`src/rtl/accumulator_pkg.sv`:
```
// Shared types and constants for the column accumulator bank.
// Saturation limits are computed at up to 64 bits and sliced down to ACC_BW by users.
package accumulator_pkg;

    typedef enum logic [1:0] {
        ACCUM  = 2'd0,
        REDUCE = 2'd1,
        DRAIN  = 2'd2
    } state_e;

    localparam logic MODE_COLUMN = 1'b0;
    localparam logic MODE_REDUCE = 1'b1;

    localparam int MAX_ACC_BW = 64;

    function automatic logic [MAX_ACC_BW-1:0] satMax(input int unsigned w);
        return (MAX_ACC_BW'(1) << (w - 1)) - MAX_ACC_BW'(1);
    endfunction

    function automatic logic [MAX_ACC_BW-1:0] satMin(input int unsigned w);
        return MAX_ACC_BW'(1) << (w - 1);
    endfunction

endpackage

```
`src/rtl/sat_adder.sv`:
```
// Signed ACC_BW adder with optional saturation; ovf_o flags any unrepresentable sum,
// regardless of whether the result is clamped or wrapped.
module sat_adder
    import accumulator_pkg::*;
#(
    parameter int ACC_BW = 32,
    parameter int SAT    = 1
) (
    input  logic signed [ACC_BW-1:0] a_i,
    input  logic signed [ACC_BW-1:0] b_i,
    output logic signed [ACC_BW-1:0] sum_o,
    output logic                     ovf_o
);

    localparam logic [ACC_BW-1:0] MAX_V = ACC_BW'(satMax(ACC_BW));
    localparam logic [ACC_BW-1:0] MIN_V = ACC_BW'(satMin(ACC_BW));

    logic [ACC_BW:0] fullSum;

    assign fullSum = {a_i[ACC_BW-1], a_i} + {b_i[ACC_BW-1], b_i};
    assign ovf_o   = fullSum[ACC_BW] ^ fullSum[ACC_BW-1];

    // The extra sign bit tells which rail an overflowing sum escaped through.
    always_comb begin
        sum_o = fullSum[ACC_BW-1:0];
        if ((SAT != 0) && ovf_o) begin
            sum_o = fullSum[ACC_BW] ? MIN_V : MAX_V;
        end
    end

endmodule

```
`src/rtl/accumulator_bank.sv`:
```
// Column accumulator bank: accumulates K-tile beats per column, then drains either
// every column or one reduced word to the output buffer under valid/ready.
module accumulator_bank
    import accumulator_pkg::*;
#(
    parameter int ARR_SIZE    = 4,
    parameter int VERTICAL_BW = 32,
    parameter int ACC_BW      = 32,
    parameter int ADDR_W      = 4,
    parameter int SAT         = 1
) (
    input  logic                            clk,
    input  logic                            rst,
    input  logic                            acc_clear,
    input  logic                            in_valid,
    output logic                            in_ready,
    input  logic [ARR_SIZE*VERTICAL_BW-1:0] in_data,
    input  logic                            in_last,
    input  logic [ADDR_W-1:0]               op_buffer_address,
    input  logic                            mode,
    output logic                            out_valid,
    input  logic                            out_ready,
    output logic [ACC_BW-1:0]               output_data,
    output logic [ADDR_W-1:0]               output_buffer_addr,
    output logic                            busy,
    output logic                            overflow
);

    localparam int IDX_W = (ARR_SIZE > 1) ? $clog2(ARR_SIZE) : 1;
    localparam logic [IDX_W-1:0] LAST_IDX = IDX_W'(ARR_SIZE - 1);

    state_e                   state_q, state_d;
    logic signed [ACC_BW-1:0] acc_q [ARR_SIZE];
    logic signed [ACC_BW-1:0] acc_d [ARR_SIZE];
    logic                     overflow_q, overflow_d;
    logic                     out_valid_q, out_valid_d;
    logic [ACC_BW-1:0]        data_q, data_d;
    logic [ADDR_W-1:0]        addr_q, addr_d;
    logic [ADDR_W-1:0]        base_q, base_d;
    logic                     mode_q, mode_d;
    logic [IDX_W-1:0]         idx_q, idx_d;

    logic signed [ACC_BW-1:0] colA     [ARR_SIZE];
    logic signed [ACC_BW-1:0] colB     [ARR_SIZE];
    logic signed [ACC_BW-1:0] colSum   [ARR_SIZE];
    logic signed [ACC_BW-1:0] chainSum [ARR_SIZE];
    logic [ARR_SIZE-1:0]      colOvf;
    logic [ARR_SIZE-1:0]      chainOvf;

    logic             clearEff;
    logic             beat;
    logic             outXfer;
    logic [IDX_W-1:0] nextIdx;

    assign in_ready           = (state_q == ACCUM);
    assign busy               = (state_q != ACCUM);
    assign out_valid          = out_valid_q;
    assign output_data        = data_q;
    assign output_buffer_addr = addr_q;
    assign overflow           = overflow_q;

    assign clearEff = acc_clear && (state_q == ACCUM);
    assign beat     = in_valid && in_ready;
    assign outXfer  = out_valid_q && out_ready;
    assign nextIdx  = idx_q + IDX_W'(1);

    // Clear zeroes the adder's accumulator operand so a colliding beat lands on zero.
    for (genvar k = 0; k < ARR_SIZE; k++) begin : g_col
        assign colA[k] = clearEff ? '0 : acc_q[k];
        assign colB[k] = ACC_BW'(signed'(in_data[k*VERTICAL_BW +: VERTICAL_BW]));
        sat_adder #(.ACC_BW(ACC_BW), .SAT(SAT)) u_col (
            .a_i  (colA[k]),
            .b_i  (colB[k]),
            .sum_o(colSum[k]),
            .ovf_o(colOvf[k])
        );
    end

    assign chainSum[0] = acc_q[0];
    assign chainOvf[0] = 1'b0;

    for (genvar k = 1; k < ARR_SIZE; k++) begin : g_chain
        sat_adder #(.ACC_BW(ACC_BW), .SAT(SAT)) u_red (
            .a_i  (chainSum[k-1]),
            .b_i  (acc_q[k]),
            .sum_o(chainSum[k]),
            .ovf_o(chainOvf[k])
        );
    end

    always_comb begin
        state_d     = state_q;
        acc_d       = acc_q;
        overflow_d  = overflow_q;
        out_valid_d = out_valid_q;
        data_d      = data_q;
        addr_d      = addr_q;
        base_d      = base_q;
        mode_d      = mode_q;
        idx_d       = idx_q;

        unique case (state_q)
            ACCUM: begin
                if (clearEff) begin
                    for (int k = 0; k < ARR_SIZE; k++) acc_d[k] = '0;
                    overflow_d = 1'b0;
                end
                if (beat) begin
                    for (int k = 0; k < ARR_SIZE; k++) acc_d[k] = colSum[k];
                    overflow_d = (overflow_q && !clearEff) || (|colOvf);
                    if (in_last) begin
                        base_d = op_buffer_address;
                        mode_d = mode;
                        idx_d  = '0;
                        // Column mode presents word 0 straight from the adder to save a cycle.
                        if (mode == MODE_COLUMN) begin
                            state_d     = DRAIN;
                            out_valid_d = 1'b1;
                            data_d      = colSum[0];
                            addr_d      = op_buffer_address;
                        end else begin
                            state_d = REDUCE;
                        end
                    end
                end
            end
            REDUCE: begin
                data_d      = chainSum[ARR_SIZE-1];
                addr_d      = base_q;
                overflow_d  = overflow_q || (|chainOvf);
                out_valid_d = 1'b1;
                state_d     = DRAIN;
            end
            DRAIN: begin
                if (outXfer) begin
                    if ((mode_q == MODE_REDUCE) || (idx_q == LAST_IDX)) begin
                        for (int k = 0; k < ARR_SIZE; k++) acc_d[k] = '0;
                        out_valid_d = 1'b0;
                        state_d     = ACCUM;
                    end else begin
                        idx_d  = nextIdx;
                        data_d = acc_q[nextIdx];
                        addr_d = addr_q + ADDR_W'(1);
                    end
                end
            end
            default: state_d = ACCUM;
        endcase
    end

    always_ff @(posedge clk or posedge rst) begin
        if (rst) begin
            state_q     <= ACCUM;
            for (int k = 0; k < ARR_SIZE; k++) acc_q[k] <= '0;
            overflow_q  <= 1'b0;
            out_valid_q <= 1'b0;
            data_q      <= '0;
            addr_q      <= '0;
            base_q      <= '0;
            mode_q      <= MODE_COLUMN;
            idx_q       <= '0;
        end else begin
            state_q     <= state_d;
            for (int k = 0; k < ARR_SIZE; k++) acc_q[k] <= acc_d[k];
            overflow_q  <= overflow_d;
            out_valid_q <= out_valid_d;
            data_q      <= data_d;
            addr_q      <= addr_d;
            base_q      <= base_d;
            mode_q      <= mode_d;
            idx_q       <= idx_d;
        end
    end

endmodule

```
`config.mk`:
```
export PLATFORM = sky130hd
export DESIGN_NAME = accumulator_bank
export DESIGN_NICKNAME = d
export VERILOG_FILES = /design/src/rtl/accumulator_pkg.sv /design/src/rtl/sat_adder.sv /design/src/rtl/accumulator_bank.sv
export SDC_FILE = /design/constraint.sdc
export NUM_CORES = 1
export LEC_CHECK = 0
export ABC_AREA = 1
export BUFFER_PORTS_ARGS = -buffer_cell sky130_fd_sc_hd__buf_2
export CELL_PAD_IN_SITES_DETAIL_PLACEMENT = 0
export CELL_PAD_IN_SITES_GLOBAL_PLACEMENT = 1
export CORE_UTILIZATION = 44
export CTS_CLUSTER_DIAMETER = 80
export DETAILED_ROUTE_END_ITERATION = 12
export PLACE_DENSITY_LB_ADDON = 0.1
export SYNTH_ARGS = -nofsm -noshare
export SYNTH_HDL_FRONTEND = slang
export SYNTH_SLANG_ARGS = --single-unit
```
`constraint.sdc`:
```
create_clock -name clk -period 6.5 [get_ports clk]
set_input_delay 0.975 -clock clk [delete_from_list [all_inputs] [get_ports clk]]
set_output_delay 0.975 -clock clk [all_outputs]
set_load 0.01 [all_outputs]
```
After elaboration in Yosys (flattened, before gate mapping)
Cells that the tools add are included.
{"block": "totals", "regBits": 175, "in_bits": 139, "output_inout_bits": 40, "wordCells": 120}
{"block": "op_classes", "n_addsub": 9, "n_lt_le_gt_ge": 1, "eq_ne": 10, "n_mux": 58, "n_bitwise": 8, "reduce_logical": 22}
{"op": "2-to-1 mux 32 bit", "count": 25}
{"op": "2-to-1 mux 128 bit", "count": 4}
{"op": "one-hot mux 128 bit (2 select lines)", "count": 1}
{"op": "adder 32 x 32 -> 33 bit", "count": 7}
{"op": "one-hot mux 32 bit (3 select lines)", "count": 1}
{"op": "binary-select mux 32 bit (select 2 bit)", "count": 1}
{"op": "2-to-1 mux 4 bit", "count": 5}
{"op": "2-to-1 mux 2 bit", "count": 9}
{"op": "one-hot mux 4 bit (3 select lines)", "count": 1}
{"op": "AND reduction 6 bit", "count": 2}
{"op": "inequality test 2 bit (second input constant)", "count": 4}
{"op": "AND reduction 4 bit", "count": 2}
{"op": "2-to-1 mux 1 bit", "count": 7}
{"op": "bitwise XOR 1 bit", "count": 7}
{"op": "one-hot mux 2 bit (3 select lines)", "count": 1}
{"op": "nonzero test 2 bit", "count": 3}
{"op": "AND reduction 5 bit", "count": 1}
{"op": "adder 4 x 1 -> 4 bit (second input constant)", "count": 1}
{"op": "equality test 2 bit (second input constant)", "count": 2}
{"op": "logical AND 1 bit", "count": 4}
{"op": "inequality test 2 x 1 -> 1 bit (second input constant)", "count": 2}
{"op": "one-hot mux 2 bit (2 select lines)", "count": 1}
{"op": "OR reduction 4 bit", "count": 1}
{"op": "greater-or-equal comparator 3 bit (second input constant)", "count": 1}
{"op": "other kinds (13)", "count": 15}

Longest topological paths before layout
{"block": "depth", "depth_word": 11, "ltp_mapped": 57, "mapped_depth_nobuf": 54}

Hierarchy
Synthesis repeated with hierarchy kept, for this count alone.
{"block": "hier_totals", "hier_cells": 4829, "hier_area_um2": 27361.2}
{"module": "sat_adder at g_chain[2].u_red ...", "n_inst": 6, "cells_per_inst": 492, "area_each_um2": 2546.2}
{"module": "accumulator_bank", "n_inst": 1, "cells_per_inst": 1384, "area_each_um2": 9526.6}
{"module": "sat_adder at g_chain[1].u_red", "n_inst": 1, "cells_per_inst": 493, "area_each_um2": 2557.5}

Worst setup path after synthesis
No wires, ideal clock.
{"block": "synth_timing", "path_kind": "reg2reg", "start": "register acc_q[64] (netlist name)", "end": "register data_q[10], in the netlist output_data[10]", "setup_ns": 0.117, "t_arrival_ns": 5.714, "required_time_ns": 6.383, "setup_slack_ns": 0.669, "stages_incl_launch_ff": 56, "path_buffers": 3, "cell_sequence": "dfrtp_1 > ha_1 > fa_1 > nand2_1 > nand3_1 > nand4_1 > nand2_1 > nand2_1 > nand2_2 > nand2_1 > nand2_1 > nand2_1 > nand2_1 > nand2_1 > inv_2 > buf_2 > nor2_1 > ha_1 > [20 not listed] > nand2_1 > nand2_1 > nand3_1 > nand2_1 > nand2_1 > nand2_2 > nand2_1 > nand2_1 > nand2_1 > nand2_1 > nand2_2 > nand2_2 > inv_2 > buf_6 > nand2_1 > nand3_1 > nand2_1 > nand2_1"}
{"block": "synth_between", "elab_chain_len": 10, "word_cells_on_any_way": 13}
{"item": "start: declaration", "line": "accumulator_bank.sv:33", "source": "logic signed [ACC_BW-1:0] acc_q [ARR_SIZE];"}
{"item": "adder 32 x 32 -> 33 bit *", "line": "sat_adder.sv:20", "source": "assign fullSum = {a_i[ACC_BW-1], a_i} + {b_i[ACC_BW-1], b_i};"}
{"item": "2-to-1 mux 32 bit or bitwise XOR 1 bit (tied branches)", "line": "sat_adder.sv:27, sat_adder.sv:21"}
{"item": "2-to-1 mux 32 bit *", "line": "sat_adder.sv:26", "source": "if ((SAT != 0) && ovf_o) begin"}
{"item": "adder 32 x 32 -> 33 bit *", "line": "sat_adder.sv:20"}
{"item": "2-to-1 mux 32 bit or bitwise XOR 1 bit (tied branches)", "line": "sat_adder.sv:27, sat_adder.sv:21"}
{"item": "2-to-1 mux 32 bit *", "line": "sat_adder.sv:26"}
{"item": "adder 32 x 32 -> 33 bit *", "line": "sat_adder.sv:20"}
{"item": "2-to-1 mux 32 bit or bitwise XOR 1 bit (tied branches)", "line": "sat_adder.sv:27, sat_adder.sv:21"}
{"item": "2-to-1 mux 32 bit *", "line": "sat_adder.sv:26"}
{"item": "one-hot mux 32 bit (3 select lines) *", "line": "accumulator_bank.sv:102", "source": "unique case (state_q)"}
{"item": "end signal: assignment", "line": "accumulator_bank.sv:167", "source": "data_q <= data_d;"}
{"item": "end: declaration", "line": "accumulator_bank.sv:37", "source": "logic [ACC_BW-1:0] data_q, data_d;"}
Mark *: on every way between the ends. The rest lies on a longest branch, timed or not.
A chain may end at the register's enable or synchronous reset.

Worst setup path after layout
{"block": "layout_timing", "start": "register acc_q[110] (netlist name)", "end": "register overflow_q, in the netlist overflow"}
{"block": "layout_between", "elab_chain_len": 11, "word_cells_on_any_way": 19}
{"item": "adder 32 x 32 -> 33 bit", "line": "sat_adder.sv:20"}
{"item": "2-to-1 mux 32 bit or bitwise XOR 1 bit (tied branches)", "line": "sat_adder.sv:27, sat_adder.sv:21"}
{"item": "2-to-1 mux 32 bit", "line": "sat_adder.sv:26"}
{"item": "adder 32 x 32 -> 33 bit", "line": "sat_adder.sv:20"}
{"item": "2-to-1 mux 32 bit or bitwise XOR 1 bit (tied branches)", "line": "sat_adder.sv:27, sat_adder.sv:21"}
{"item": "2-to-1 mux 32 bit", "line": "sat_adder.sv:26"}
{"item": "adder 32 x 32 -> 33 bit", "line": "sat_adder.sv:20"}
{"item": "bitwise XOR 1 bit", "line": "sat_adder.sv:21", "source": "assign ovf_o = fullSum[ACC_BW] ^ fullSum[ACC_BW-1];"}
{"item": "OR reduction 3 bit", "line": "accumulator_bank.sv:130", "source": "overflow_d = overflow_q || (|chainOvf);"}
{"item": "logical OR 1 bit", "line": "accumulator_bank.sv:130"}
{"item": "one-hot mux 1 bit (2 select lines) *", "line": "accumulator_bank.sv:102"}
{"item": "end signal: assignment", "line": "accumulator_bank.sv:165", "source": "overflow_q <= overflow_d;"}
{"item": "end: declaration", "line": "accumulator_bank.sv:35", "source": "logic overflow_q, overflow_d;"}
Marks and branches as above.

==> summary.md <==
| Metric | Value |
|---|---|
| Grt total ovfl | `0` |
| Clk_lat worst skew | `0.52 ns` |
| NumNets Final | `4800` |
| Area Growth Syn to Fin | `17.89%` |
| Worst Path Buf+Inv | `6` |
| Crit path required time | `6.91 ns` |
| Fin crit share | `0.9648` |
| Slew margin rel. | `0.2752` |
| Overall Global Routing Usage | `0.3682` |
| Synth Register Bits | `175` |
| Fin crit period | `roughly 6.3 ns` |
| Top Ports | `179` |
| CTS Sinks | `~180` |
| Clk pin slew, worst setup/hold paths | `~0.070 ns` |
| Yosys top cell by area | `nand2_1` |
| Crit start category | `register` |
| Die height | `238.0 um` |
| Area of the mapped netlist | `24500 um2` |
| Post-synth ARST share | `1.000` |
| Cell family with most CP delay | `simple AND/OR/NAND/NOR gates` |
| Yosys warning total | `0` |
| Share of layout cells above drive strength 1 | `0.1493` |
| Vias per cell | `5.519` |
| Hold WC Path Type | `reg2reg` |
| Post-synthesis sequential area ratio | `0.1787` |
| Synthesized area per cell | `around 6 um2` |
| Core area | `approximately 55000 um2` |
| Synth area leaders | `nand2_1 18%, dfrtp_1 18%, ha_1 12%` |
| Syn nets | `4565` |
| Vias in the first global route | `approximately 27k` |
| Drt total wl | `106200 um` |
| Routability Congestion | `1.048` |
| Achievable Freq | `about 160 MHz` |
| Slowest CP cell | `dfrtp_1` |
| Most common cell after layout, fill and taps aside | `nand2_1` |
| Most frequent cells in the layout | `1151 x nand2_1, 542 x inv_1, 424 x nor2_1` |
| Die Width | `238.0 um` |
| Measured slew at the worst slew-check pin | `approximately 1.1 ns` |
| Hold Violations, Final | `0` |
| Critical Path Fanout Max | `11` |
| Non-Filler Instances | `5176` |
| Worst path depth | `between 40 and 50` |
| DR iter-0 viols | `2627` |
| Status | `finished clean` |
| Global-route wire length before repair | `roughly 160000 um` |
| Final ANT Viol Nets | `0` |
| Final HPWL DP | `86650 um` |
| Final setup viols | `0` |
| Residual DRC | `0` |
| CP peak stage delay | `between 0.4 and 0.5 ns` |
| Top FF cell, synth | `dfrtp_1` |
| Vias | `around 29k` |
| Htree depth | `4` |
| Starting Density | `0.4447` |
| Clk root buf | `clkbuf_16` |
| Synthesized instance count | `4180` |
| Num CTS Buffers | `17` |
| Post-synth cell types | `51` |
| Die area | `56630 um2` |
| Cell Count Post-Placement | `a little over 5k` |
| Hold Crit Depth | `2` |
| FF-to-FF path depth | `43` |
| Drt wl/cell | `20.52 um` |
| First drt pass iteration count | `6` |
| Clk buf depth | `2` |
| Largest net degree at the start of global routing | `111` |
| Post-synth EDFFs | `0` |
| Final Slew Violations | `0` |
| CTS tree | `built` |
| Post-synth top area share | `0.1848` |
| # fillers | `6035` |
| CP Class | `reg2reg` |
| Worst EP arrival | `6.68 ns` |
| Row Count | `86` |
| Clk_skew | `~0.014 ns` |
| Initial antenna violation count | `1` |
| CP Capture Type | `register` |
| Max-cap viol count | `0` |
| Buffers on Ports | `178` |
-- area by class of cell --
class	count	area, um2	share of cell area
multi-input combinational	3324	18530	0.6416
sequential	175	4392	0.1520
timing repair buffer	339	2331	0.08069
inverter	558	2117	0.07329
tap	748	935.9	0.03240
clock buffer	22	474.2	0.01642
clock inverter	9	101.3	0.003508
antenna	1	2.502	0.00008663
-- synth_stat cells (43+ instances only) --
cell,number
a21oi_1,380
clkbuf_1,77
dfrtp_1,175
ha_1,239
inv_1,549
nand2_1,1206
nand3_1,381
nor2_1,448
o211ai_1,43
o21ai_0,216
xnor2_1,48
xor2_1,45
-- path summary, 6_finish.rpt --
| path | slack, ns | endpoint | start |
|---|---|---|---|
| min in group asynchronous | 0.52 | output_data[31] | rst |
| min | 0.49 | output_data[28] | output_data[28] |
| max | 0.23 | overflow | acc_q[110] |
| min reg2reg | 0.49 | output_data[28] | output_data[28] |
| max reg2reg | 0.23 | overflow | acc_q[110] |
| max in group asynchronous | 4.79 | acc_q[44] | rst |
-- through the flow --
stage               setup WS (ns)  setup TNS, ns  utilization  hold WS, ns  area [um2]
detailed placement        -0.2372        -0.2372       0.4866       0.4670       26810
global route             -0.08439         -1.282       0.5243       0.5158       28880
CTS                      0.002032              0       0.4979       0.4890       27430
floorplan                  0.6693              0            -       0.4529       24500
finish                     0.2288              0       0.5243       0.4896       28890
global placement          -0.2773        -0.2773       0.4866       0.4609       26810
-- worst min-delay path, delay by kind of cell (launching register included) --
family / cells / cell delay (ns)
simple gates: 2 / 0.11
flops: 1 / 0.35
-- cell families (layout without fill, tap and decap cells) --
kind of cell,after synthesis,after routing,synth area share
adder cells (fa/ha/maj),246,246,0.1278
flip-flops,175,175,0.1787
AND/OR/NAND/NOR,2196,2196,0.3717
AO/OA/AOI/OAI,786,786,0.1787
XOR/XNOR,93,93,0.03324
multiplexers,3,3,0.001379
other,0,1,0
buffers and inverters,681,928,0.1085
-- per-layer routing --
metal  wire, um  track usage
met2      46680       0.5750
met4       6018       0.1976
met1      46960       0.4947
met5          0            0
met3       6563      0.04558
-- timing repair --
action                     4_1_cts  5_1_grt
setup endpoints to repair       10       33
cloned                           0        8
buffers inserted                 1       31
hold buffers                     0        0
pin swaps                        1       81
resized for setup               10      246
-- registers in the layout, indices dropped and copies added (netlist names) --
signal / cells
acc_q: 128
output_data: 32
base_q: 4
output_buffer_addr: 4
idx_q: 2
state_q: 2
mode_q: 1
out_valid: 1
overflow: 1
Power is left out: the tool's default activity adds up to more than one toggle a clock period on the data nets, which glitch-free logic cannot reach.
